**src/rtl/pc_seq_ctrl.sv**
```systemverilog
// pc_seq_ctrl: multi-cycle PC sequencing controller.
// Walks each instruction through IF/ID/EXE/MEM/WB and drives the
// strobes that steer the PC-source mux, the IR, memory and register file.
// Illegal opcodes park the controller in HALT until reset.
// Outputs are decoded combinationally from the current state and inputs,
// and are all forced to zero while rst is high.
module pc_seq_ctrl (
  input  logic       clk,
  input  logic       rst,
  input  logic [5:0] opcode,
  input  logic [5:0] funct,
  input  logic       zero,
  input  logic       mem_ready,
  output logic [1:0] pc_sel,
  output logic       pc_we,
  output logic       ir_we,
  output logic       mem_req,
  output logic       mem_we,
  output logic       rf_we,
  output logic       link,
  output logic [2:0] state,
  output logic       halted
);

  localparam logic [5:0] OP_RTYPE = 6'b000000;
  localparam logic [5:0] OP_J     = 6'b000010;
  localparam logic [5:0] OP_JAL   = 6'b000011;
  localparam logic [5:0] OP_BEQ   = 6'b000100;
  localparam logic [5:0] OP_BNE   = 6'b000101;
  localparam logic [5:0] OP_ADDI  = 6'b001000;
  localparam logic [5:0] OP_SLTI  = 6'b001010;
  localparam logic [5:0] OP_ANDI  = 6'b001100;
  localparam logic [5:0] OP_ORI   = 6'b001101;
  localparam logic [5:0] OP_LUI   = 6'b001111;
  localparam logic [5:0] OP_LW    = 6'b100011;
  localparam logic [5:0] OP_SW    = 6'b101011;
  localparam logic [5:0] FN_JR    = 6'b001000;

  localparam logic [1:0] PC_SEQ    = 2'b00;
  localparam logic [1:0] PC_RS     = 2'b01;
  localparam logic [1:0] PC_JUMP   = 2'b10;
  localparam logic [1:0] PC_BRANCH = 2'b11;

  typedef enum logic [2:0] {
    S_IF   = 3'b000,
    S_ID   = 3'b001,
    S_EXE  = 3'b010,
    S_MEM  = 3'b011,
    S_WB   = 3'b100,
    S_HALT = 3'b111
  } state_e;

  state_e state_q, state_d;

  logic is_j, is_jal, is_jr, is_jump, is_beq, is_bne, is_branch;
  logic is_lw, is_sw, is_mem, is_alu_i, is_rtype_alu, is_legal_exe;
  logic br_taken;

  // Instruction class decode, used from ID onward
  always_comb begin
    is_j         = (opcode == OP_J);
    is_jal       = (opcode == OP_JAL);
    is_jr        = (opcode == OP_RTYPE) && (funct == FN_JR);
    is_jump      = is_j || is_jal || is_jr;
    is_beq       = (opcode == OP_BEQ);
    is_bne       = (opcode == OP_BNE);
    is_branch    = is_beq || is_bne;
    is_lw        = (opcode == OP_LW);
    is_sw        = (opcode == OP_SW);
    is_mem       = is_lw || is_sw;
    is_alu_i     = (opcode == OP_ADDI) || (opcode == OP_ANDI) ||
                   (opcode == OP_ORI)  || (opcode == OP_SLTI) ||
                   (opcode == OP_LUI);
    is_rtype_alu = (opcode == OP_RTYPE) && (funct != FN_JR);
    is_legal_exe = is_rtype_alu || is_alu_i || is_branch || is_mem;
    br_taken     = (is_beq && zero) || (is_bne && !zero);
  end

  // State register with synchronous reset back to IF
  always_ff @(posedge clk) begin
    if (rst) begin
      state_q <= S_IF;
    end else begin
      state_q <= state_d;
    end
  end

  // Next-state selection
  always_comb begin
    state_d = state_q;
    case (state_q)
      S_IF: begin
        if (mem_ready) state_d = S_ID;
      end
      S_ID: begin
        if (is_jump)           state_d = S_IF;
        else if (is_legal_exe) state_d = S_EXE;
        else                   state_d = S_HALT;
      end
      S_EXE: begin
        if (is_branch)   state_d = S_IF;
        else if (is_mem) state_d = S_MEM;
        else             state_d = S_WB;
      end
      S_MEM: begin
        if (mem_ready) state_d = is_sw ? S_IF : S_WB;
      end
      S_WB:    state_d = S_IF;
      S_HALT:  state_d = S_HALT;
      default: state_d = S_IF;
    endcase
  end

  // Output decode; everything held low while reset is asserted
  always_comb begin
    pc_sel  = PC_SEQ;
    pc_we   = 1'b0;
    ir_we   = 1'b0;
    mem_req = 1'b0;
    mem_we  = 1'b0;
    rf_we   = 1'b0;
    link    = 1'b0;
    halted  = 1'b0;
    state   = rst ? 3'(S_IF) : 3'(state_q);
    if (!rst) begin
      case (state_q)
        S_IF: begin
          mem_req = 1'b1;
          if (mem_ready) begin
            ir_we = 1'b1;
            pc_we = 1'b1;
          end
        end
        S_ID: begin
          if (is_j || is_jal) begin
            pc_we  = 1'b1;
            pc_sel = PC_JUMP;
            rf_we  = is_jal;
            link   = is_jal;
          end else if (is_jr) begin
            pc_we  = 1'b1;
            pc_sel = PC_RS;
          end
        end
        S_EXE: begin
          if (br_taken) begin
            pc_we  = 1'b1;
            pc_sel = PC_BRANCH;
          end
        end
        S_MEM: begin
          mem_req = 1'b1;
          mem_we  = is_sw;
        end
        S_WB:    rf_we  = 1'b1;
        S_HALT:  halted = 1'b1;
        default: ;
      endcase
    end
  end

endmodule

```
**config.mk**
```make
export PLATFORM = sky130hd
export DESIGN_NAME = pc_seq_ctrl
export DESIGN_NICKNAME = d
export VERILOG_FILES = /design/src/rtl/pc_seq_ctrl.sv
export SDC_FILE = /design/constraint.sdc
export NUM_CORES = 1
export LEC_CHECK = 0
export ABC_AREA = 1
export CORE_MARGIN = 4
export CORE_UTILIZATION = 38
export CTS_BUF_LIST = sky130_fd_sc_hd__clkbuf_2
export CTS_CLUSTER_SIZE = 25
export DETAILED_ROUTE_END_ITERATION = 16
export GPL_TIMING_DRIVEN = 0
export PLACE_DENSITY = 0.76
export RECOVER_POWER = 50
export REMOVE_ABC_BUFFERS = 1
export SLEW_MARGIN = 20
export SYNTH_ARGS = -nofsm -noshare
export SYNTH_HDL_FRONTEND = slang
export SYNTH_SLANG_ARGS = --single-unit
```
**constraint.sdc**
```tcl
create_clock -name clk -period 1.2 [get_ports clk]
set_input_delay 0.18 -clock clk [delete_from_list [all_inputs] [get_ports clk]]
set_output_delay 0.18 -clock clk [all_outputs]
set_load 0.03 [all_outputs]
```
==> results.md, run 1 <==
* Die Height at 44.88 µm
* Warnings, synthesis at 0
* Die width at 44.88 µm
* Top reg by flops: state_q
* Largest net degree at the start of global routing at 13
* Clock Skews at 0.005116 ns
* Worst Path Arrival at 1.41 ns
* DR top layer: met4
* Critical Path, Cell by Cell: clkdlybuf4s50_1 -> xor2_1 -> nand3b_1 -> nand2_1 -> nor2_1 -> nor2_1 -> buf_4
* Synth Area in Compound Gates at 5.327%
* Crit-path max FO at 3
* Filler Cell Count at 120
* Yosys reg bits at 3
* Avg Inst Size Synth at 5.066 µm²
* Synth Cell Area at 516.7 µm²
* Final worst-path cycle share at 132.7%
* Wl on met1 at 664 µm
* Row count at 13
* TritonCTS buffer count at 3
* Clk root buf: clkbuf_2
* Post-Route Setup TNS at -2.180 ns
* Post-place setup slack at -1.096 ns
* Slew HR at 79.54%
* Die area at 0.002014 mm²
* Synth Area in Simple Gates at 65.13%
* Area growth, synth to finish at 78.93%
* Post-Place Cells at 143
* # port buffers at 27
* Initial DRC count at 14
* Power Dens Cells at 1308 mW/mm²
* CTS clk-pin slew, worst paths at 0.04 ns
* Global-route wire length before repair at 2504 µm
* Slowest stage delay, CP at 0.47 ns
* Vias/cell at 4.776
* Max-cap violations at 0
* Routed Antenna Nets at 0
* Hpwl dp at 1118 µm
* CP Buf/Inv Count at 2
* Pleak at 0.5054 nW
* Library cells used by synthesis at 20
* Post-Synth XOR/XNOR Area at 1.695%
* Non-Filler Instances at 156
* Largest registers: state_q: 3 flops
* Vias at 745
* Post-route setup slack at -0.3922 ns
* Vias in the first global route at 651
* Grt ovf at 0
* Least-Margin Pin Slew at 0.3069 ns
* Overall routed net length at 1580 µm
* Ports at 28
* Pre-antenna DRT Iters at 4
* Ranking of synthesized cells by area: nand2_1, nor2_1, inv_1
* RSZ-0062 raised after global routing: yes
* Sequential area share after synthesis at 11.62%
* Core ar. at 0.001285 mm²
* Nets at 158
* Startpoint types: input pin
* Post-synthesis cell count at 102
* Drc violations at 0
* Met2 WL at 782 µm
* Largest family of logic cells by synthesized area: simple AND/OR/NAND/NOR gates
* DR WL/cell at 10.13 µm
* Antenna violations before repair at 0
* CP max-delay cell: clkdlybuf4s50_1
* Hold Violations, Final at 0
* Top delay family on crit path: buffers and inverters
* Multiplexer area fraction after synthesis at 0%
* RePlAce Congestion at 0.7278
* Max Slew Vio Count at 0
* CTS Hold Bufs at 0
* Antenna fix cells at 0
* Endpoints failing setup at 9
* Max Freq at 0.6281 GHz
* Max reg flops at 3
* Effective utilization at floorplan at 40.21%
* Min Tclk post-route at 1.592 ns
* Worst setup EP type: output pin
* Worst ir drop on vdd at 0.001156 V
* H-tree levels at 1
* CTS tree: built
* Worst EP required at 1.02 ns
* CP dominant cell by count: nor2_1
* Post-synth top area cell: nand2_1
* Failing checks: setup timing
* Routed wl met3 at 103 µm
* Overall routing resource usage at 16.20%
* CTS sink count at 3
* Layout cells sized above 1 at 36.17%
* Post-Synth Adder-Cell Area at 0%
* Clock Tree Buf Depth at 2
* Worst Hold Class: in2reg
* Skew-Pair Late Insertion Delay at 0.20 ns
* Synth top area share at 22.52%
* Run status: finished with violations
* Crit Path Category: in2out
==> through the flow <==
step / utilization (%) / power, mW / hold WS (ns) / area [µm²]
final: 71.96 / 1.209 / 0.5347 / 924.6
after global routing: 71.96 / 1.308 / 0.6186 / 924.6
after CTS: 70.30 / 1.137 / 0.5389 / 903.4
after detailed placement: 62.41 / 0.9021 / 0.6831 / 802.0
after global placement: 62.41 / 0.8981 / 0.6856 / 802.0
after floorplan: - / 0.6674 / 0.3560 / 513.0
==> logic make-up after synthesis <==
family	Yosys count
and+or+nand+nor	71
xor gates and xnor gates	1
DFF	3
AOI/OAI and AO/OA	5
buffers and inverters	22
==> metal layers <==
metal  GRT usage, %  up-vias
li1               -      387
met1          19.71      331
met2          28.94       23
met3          2.390        4
met4          5.263        0
met5              0        -
==> power by group <==
part / total [mW] / internal [mW] / switching, mW
combinational: 0.861 / 0.364 / 0.497
clock: 0.138 / 0.0879 / 0.0496
sequential: 0.210 / 0.155 / 0.0557
total: 1.21 / 0.607 / 0.602
==> cells in the final DEF, fill, tap and decap left out, types with 4 or more instances in the layout <==
cell type	count
inv_1	17
clkdlybuf4s50_1	8
nand3_1	7
buf_4	14
buf_6	4
nor2_1	19
nand2_1	29
clkbuf_2	5
==> synthesized netlist by cell type <==
cell       n
o211ai_1   1
nand2_1   31
nor3_2     1
nor3_4     1
nor2_4     2
or2_4      1
a21oi_1    4
dfxtp_1    3
nor2_1    21
nand4_1    2
nor3_1     1
nand3_1    8
inv_1     17
xor2_1     1
inv_2      3
nand4_2    1
nand3b_1   1
nand2_2    1
buf_1      1
clkinv_2   1
==> path summary, 6_finish.rpt <==
check / slack, ns / cells past startpoint / to / startpoint
setup / recovery: -0.39 / 7 / pc_we / zero
hold reg to reg: 0.64 / 3 / state_q[1]$_SDFFE_PP0P_ / state_q[2]$_SDFFE_PP0P_
hold / removal: 0.53 / 9 / state_q[1]$_SDFFE_PP0P_ / opcode[5]
setup reg to reg: 0.04 / 7 / state_q[0]$_SDFFE_PP0P_ / state_q[1]$_SDFFE_PP0P_
==> worst min-delay path, cell delays in order <==
cell     delay [ns]
buf_2          0.12
nor2_4         0.06
nand3_1        0.06
nand2_1        0.06
inv_1          0.05
nand2_1        0.04
nand2_1        0.05
nand2_1        0.04
nand2_1        0.04
==> area by class of cell <==
| class | count | area [µm²] | area share [%] |
|---|---|---|---|
| repair buffers | 36 | 314.1 | 33.96 |
| inverters | 21 | 81.33 | 8.796 |
| flip-flops and latches | 3 | 68.82 | 7.442 |
| multi-input cells | 77 | 421.7 | 45.60 |
| well taps | 15 | 18.77 | 2.030 |
| clock buffers | 4 | 20.02 | 2.165 |
==> what timing repair did <==
item	4_1_cts	5_1_grt
endpoints found under the setup margin	15	14
resized for setup	101	9
pin swaps	13	4
buffers inserted	7	2
Note: power is estimated with default switching activity, not from simulation.
==> run 2, diff against run 1 <==
--- a/config.mk
+++ b/config.mk
@@ -6,13 +6,13 @@
 export NUM_CORES = 1
 export LEC_CHECK = 0
 export ABC_AREA = 1
-export CORE_MARGIN = 4
-export CORE_UTILIZATION = 38
+export CORE_AREA = 4 4 41 43
 export CTS_BUF_LIST = sky130_fd_sc_hd__clkbuf_2
 export CTS_CLUSTER_SIZE = 25
 export DETAILED_ROUTE_END_ITERATION = 16
+export DIE_AREA = 0 0 45 47
 export GPL_TIMING_DRIVEN = 0
-export PLACE_DENSITY = 0.76
+export PLACE_DENSITY = 0.77
 export RECOVER_POWER = 50
 export REMOVE_ABC_BUFFERS = 1
 export SLEW_MARGIN = 20
==> constraint.sdc (replaced) <==
create_clock -name clk -period 2 [get_ports clk]
set_input_delay 0.3 -clock clk [delete_from_list [all_inputs] [get_ports clk]]
set_output_delay 0.3 -clock clk [all_outputs]
set_load 0.03 [all_outputs]
==> run 2 against run 1 <==
Effect of this change:
- the flow now finishes without violations
- die area increased by 5.0%
- first-iteration DRC count decreased by 36%
- hold slack improved by 0.14 ns
==> results.md, run 2 (synthesis results as in run 1) <==
* Antenna violations before repair at 0
* Die width at 45 µm
* Crit Path Category: in2out
* Startpoint types: input pin
* Seq pwr share at 18.4%
* CTS sink count at 3
* Nets at 149
* DR WL/cell at 9.728 µm
* Vias in the first global route at 627
* Row count at 13
* RePlAce Congestion at 0.8333
* Non-Filler Instances at 147
* Effective utilization at floorplan at 39.71%
* H-tree levels at 1
* FF-to-FF End: state_q[0]$_SDFFE_PP0P_
* Max reg flops at 3
* RSZ-0062 raised after global routing: no
* Most frequent cells in the layout: nand2_1, nor2_1, inv_1, clkdlybuf4s50_1
* Area of the multi-input gates at 375.4 µm²
* Hpwl dp at 1230 µm
* Endpoints failing setup at 0
* Reg2reg start: state_q[1]$_SDFFE_PP0P_
* CTS clk-pin slew, worst paths at 0.04 ns
* Die Height at 47 µm
* Max Freq at 0.5393 GHz
* Layout cells sized above 1 at 16.67%
* Crit path to: mem_req
* Crit-path max FO at 12
* Hold Violations, Final at 0
* Ports at 28
* Max-cap violations at 0
* Worst EP required at 1.70 ns
* Clk root buf: clkbuf_2
* Wl on met1 at 636 µm
* Most common cell after layout, fill and taps aside: nand2_1
* Min Tclk post-route at 1.854 ns
* Max Slew Vio Count at 0
* Area growth, synth to finish at 55.45%
* Largest net degree at the start of global routing at 13
* Setup crit start: rst
* Routed wl met3 at 44 µm
* Sw Share at 53.23%
* Global-route wire length before repair at 2359 µm
* Fin Hold WS at 0.6758 ns
* Skew-Pair Late Insertion Delay at 0.20 ns
* Worst Path Arrival at 1.55 ns
* Routed Antenna Nets at 0
* Worst setup EP type: output pin
* Final worst-path cycle share at 92.72%
* Grt ovf at 0
* Antenna fix cells at 0
* Overall routing resource usage at 15.24%
* Largest registers: state_q: 3 flops
* Net Switching at 321.9 µW
* Setup slack, reg-to-reg at 0.80 ns
* CTS tree: built
* # port buffers at 27
* FF/Latch Area at 60.06 µm²
* Clock Tree Buf Depth at 2
* Post-Route Setup TNS at 0 ns
* Run status: complete, no violations
* Slew HR at 71.56%
* Clk network pwr share at 13.7%
* Filler Cell Count at 142
* Vias at 674
* Die area at 0.002115 mm²
* Worst Hold Class: in2reg
* DR top layer: met4
* Pleak at 0.4943 nW
* Post-Place Cells at 143
* Worst ir drop on vdd at 0.0005310 V
* Clock Skews at 0.002791 ns
* Vias/cell at 4.585
* Total power at 604.8 µW
* Core ar. at 0.001301 mm²
* Pre-antenna DRT Iters at 4
* Drc violations at 0
* Met2 WL at 734 µm
* Comb pwr share at 67.9%
* TritonCTS buffer count at 3
* Power Dens Cells at 752.9 mW/mm²
* Overall routed net length at 1430 µm
* Top reg by flops: state_q
* Initial DRC count at 9
* R2R cell count at 9
* Least-Margin Pin Slew at 0.4252 ns
* Power Internal at 282.9 µW
run 2: changes by cell type in the layout (fill, tap and decap cells not counted), sizes merged, moves of 2 or more:
cell and change:
dlymetal6s2s +4, buf -19, dlygate4sd2 +8, clkbuf +2
clkdlybuf4s15 -5
run 2: metrics by stage:
step | utilization, % | cell area (µm²) | setup WS, ns
after global routing | 61.73 | 803.3 | 0.06132
after detailed placement | 61.63 | 802.0 | -0.5499
after floorplan | - | 513.0 | 0.2348
after global placement | 61.63 | 802.0 | -0.5024
final | 61.73 | 803.3 | 0.1457
after CTS | 61.25 | 797.0 | -0.03472
run 2: worst max-delay path, cell delays in order:
cell and delay, ns:
clkdlybuf4s50_1 0.62, a21oi_1 0.21, dlygate4sd2_1 0.42
run 2: power groups by stage:
stage	registers, mW	logic, mW	clock network, mW
floorplan	0.109	0.292	0
global placement	0.112	0.430	0
detailed placement	0.113	0.437	0
CTS	0.112	0.412	0.0850
global route	0.114	0.457	0.0853
finish	0.111	0.411	0.0826
run 2: timing repair:
action,4_1_cts,5_1_grt
pin swaps,0,2
setup buffers,0,0
resized for setup,36,8
hold buffers,0,0
endpoints found under the setup margin,12,6
run 2: layer usage:
metal | vias up | track usage, %
met5 | - | 0
met4 | 0 | 8.187
met3 | 2 | 3.448
met2 | 13 | 25.99
met1 | 289 | 17.73
li1 | 370 | -
run 2: layout make-up:
type	count	share of cell area, %
clock buffers	4	2.492
repair buffers	27	31.00
well taps	15	2.336
multi-input cells	77	46.73
inverters	21	9.969
flip-flops and latches	3	7.477
run 2: how the worst min path moves through the flow:
stage / end / depth (start not counted) / start
floorplan: state_q[1]$_SDFFE_PP0P_ / 3 / rst
global placement: state_q[1]$_SDFFE_PP0P_ / 3 / state_q[2]$_SDFFE_PP0P_
detailed placement: state_q[1]$_SDFFE_PP0P_ / 3 / state_q[2]$_SDFFE_PP0P_
CTS: state_q[0]$_SDFFE_PP0P_ / 4 / state_q[0]$_SDFFE_PP0P_
global route: state_q[0]$_SDFFE_PP0P_ / 4 / state_q[0]$_SDFFE_PP0P_
finish: state_q[2]$_SDFFE_PP0P_ / 6 / opcode[3]
==> run 3, diff against run 2 <==
--- a/config.mk
+++ b/config.mk
@@ -12,6 +12,7 @@
 export DETAILED_ROUTE_END_ITERATION = 16
 export DIE_AREA = 0 0 45 47
 export GPL_TIMING_DRIVEN = 0
+export HOLD_SLACK_MARGIN = 0.15
 export PLACE_DENSITY = 0.77
 export RECOVER_POWER = 50
 export REMOVE_ABC_BUFFERS = 1
==> results of run 3 <==
Final layout, timing and power as in run 2 (identical DEF).
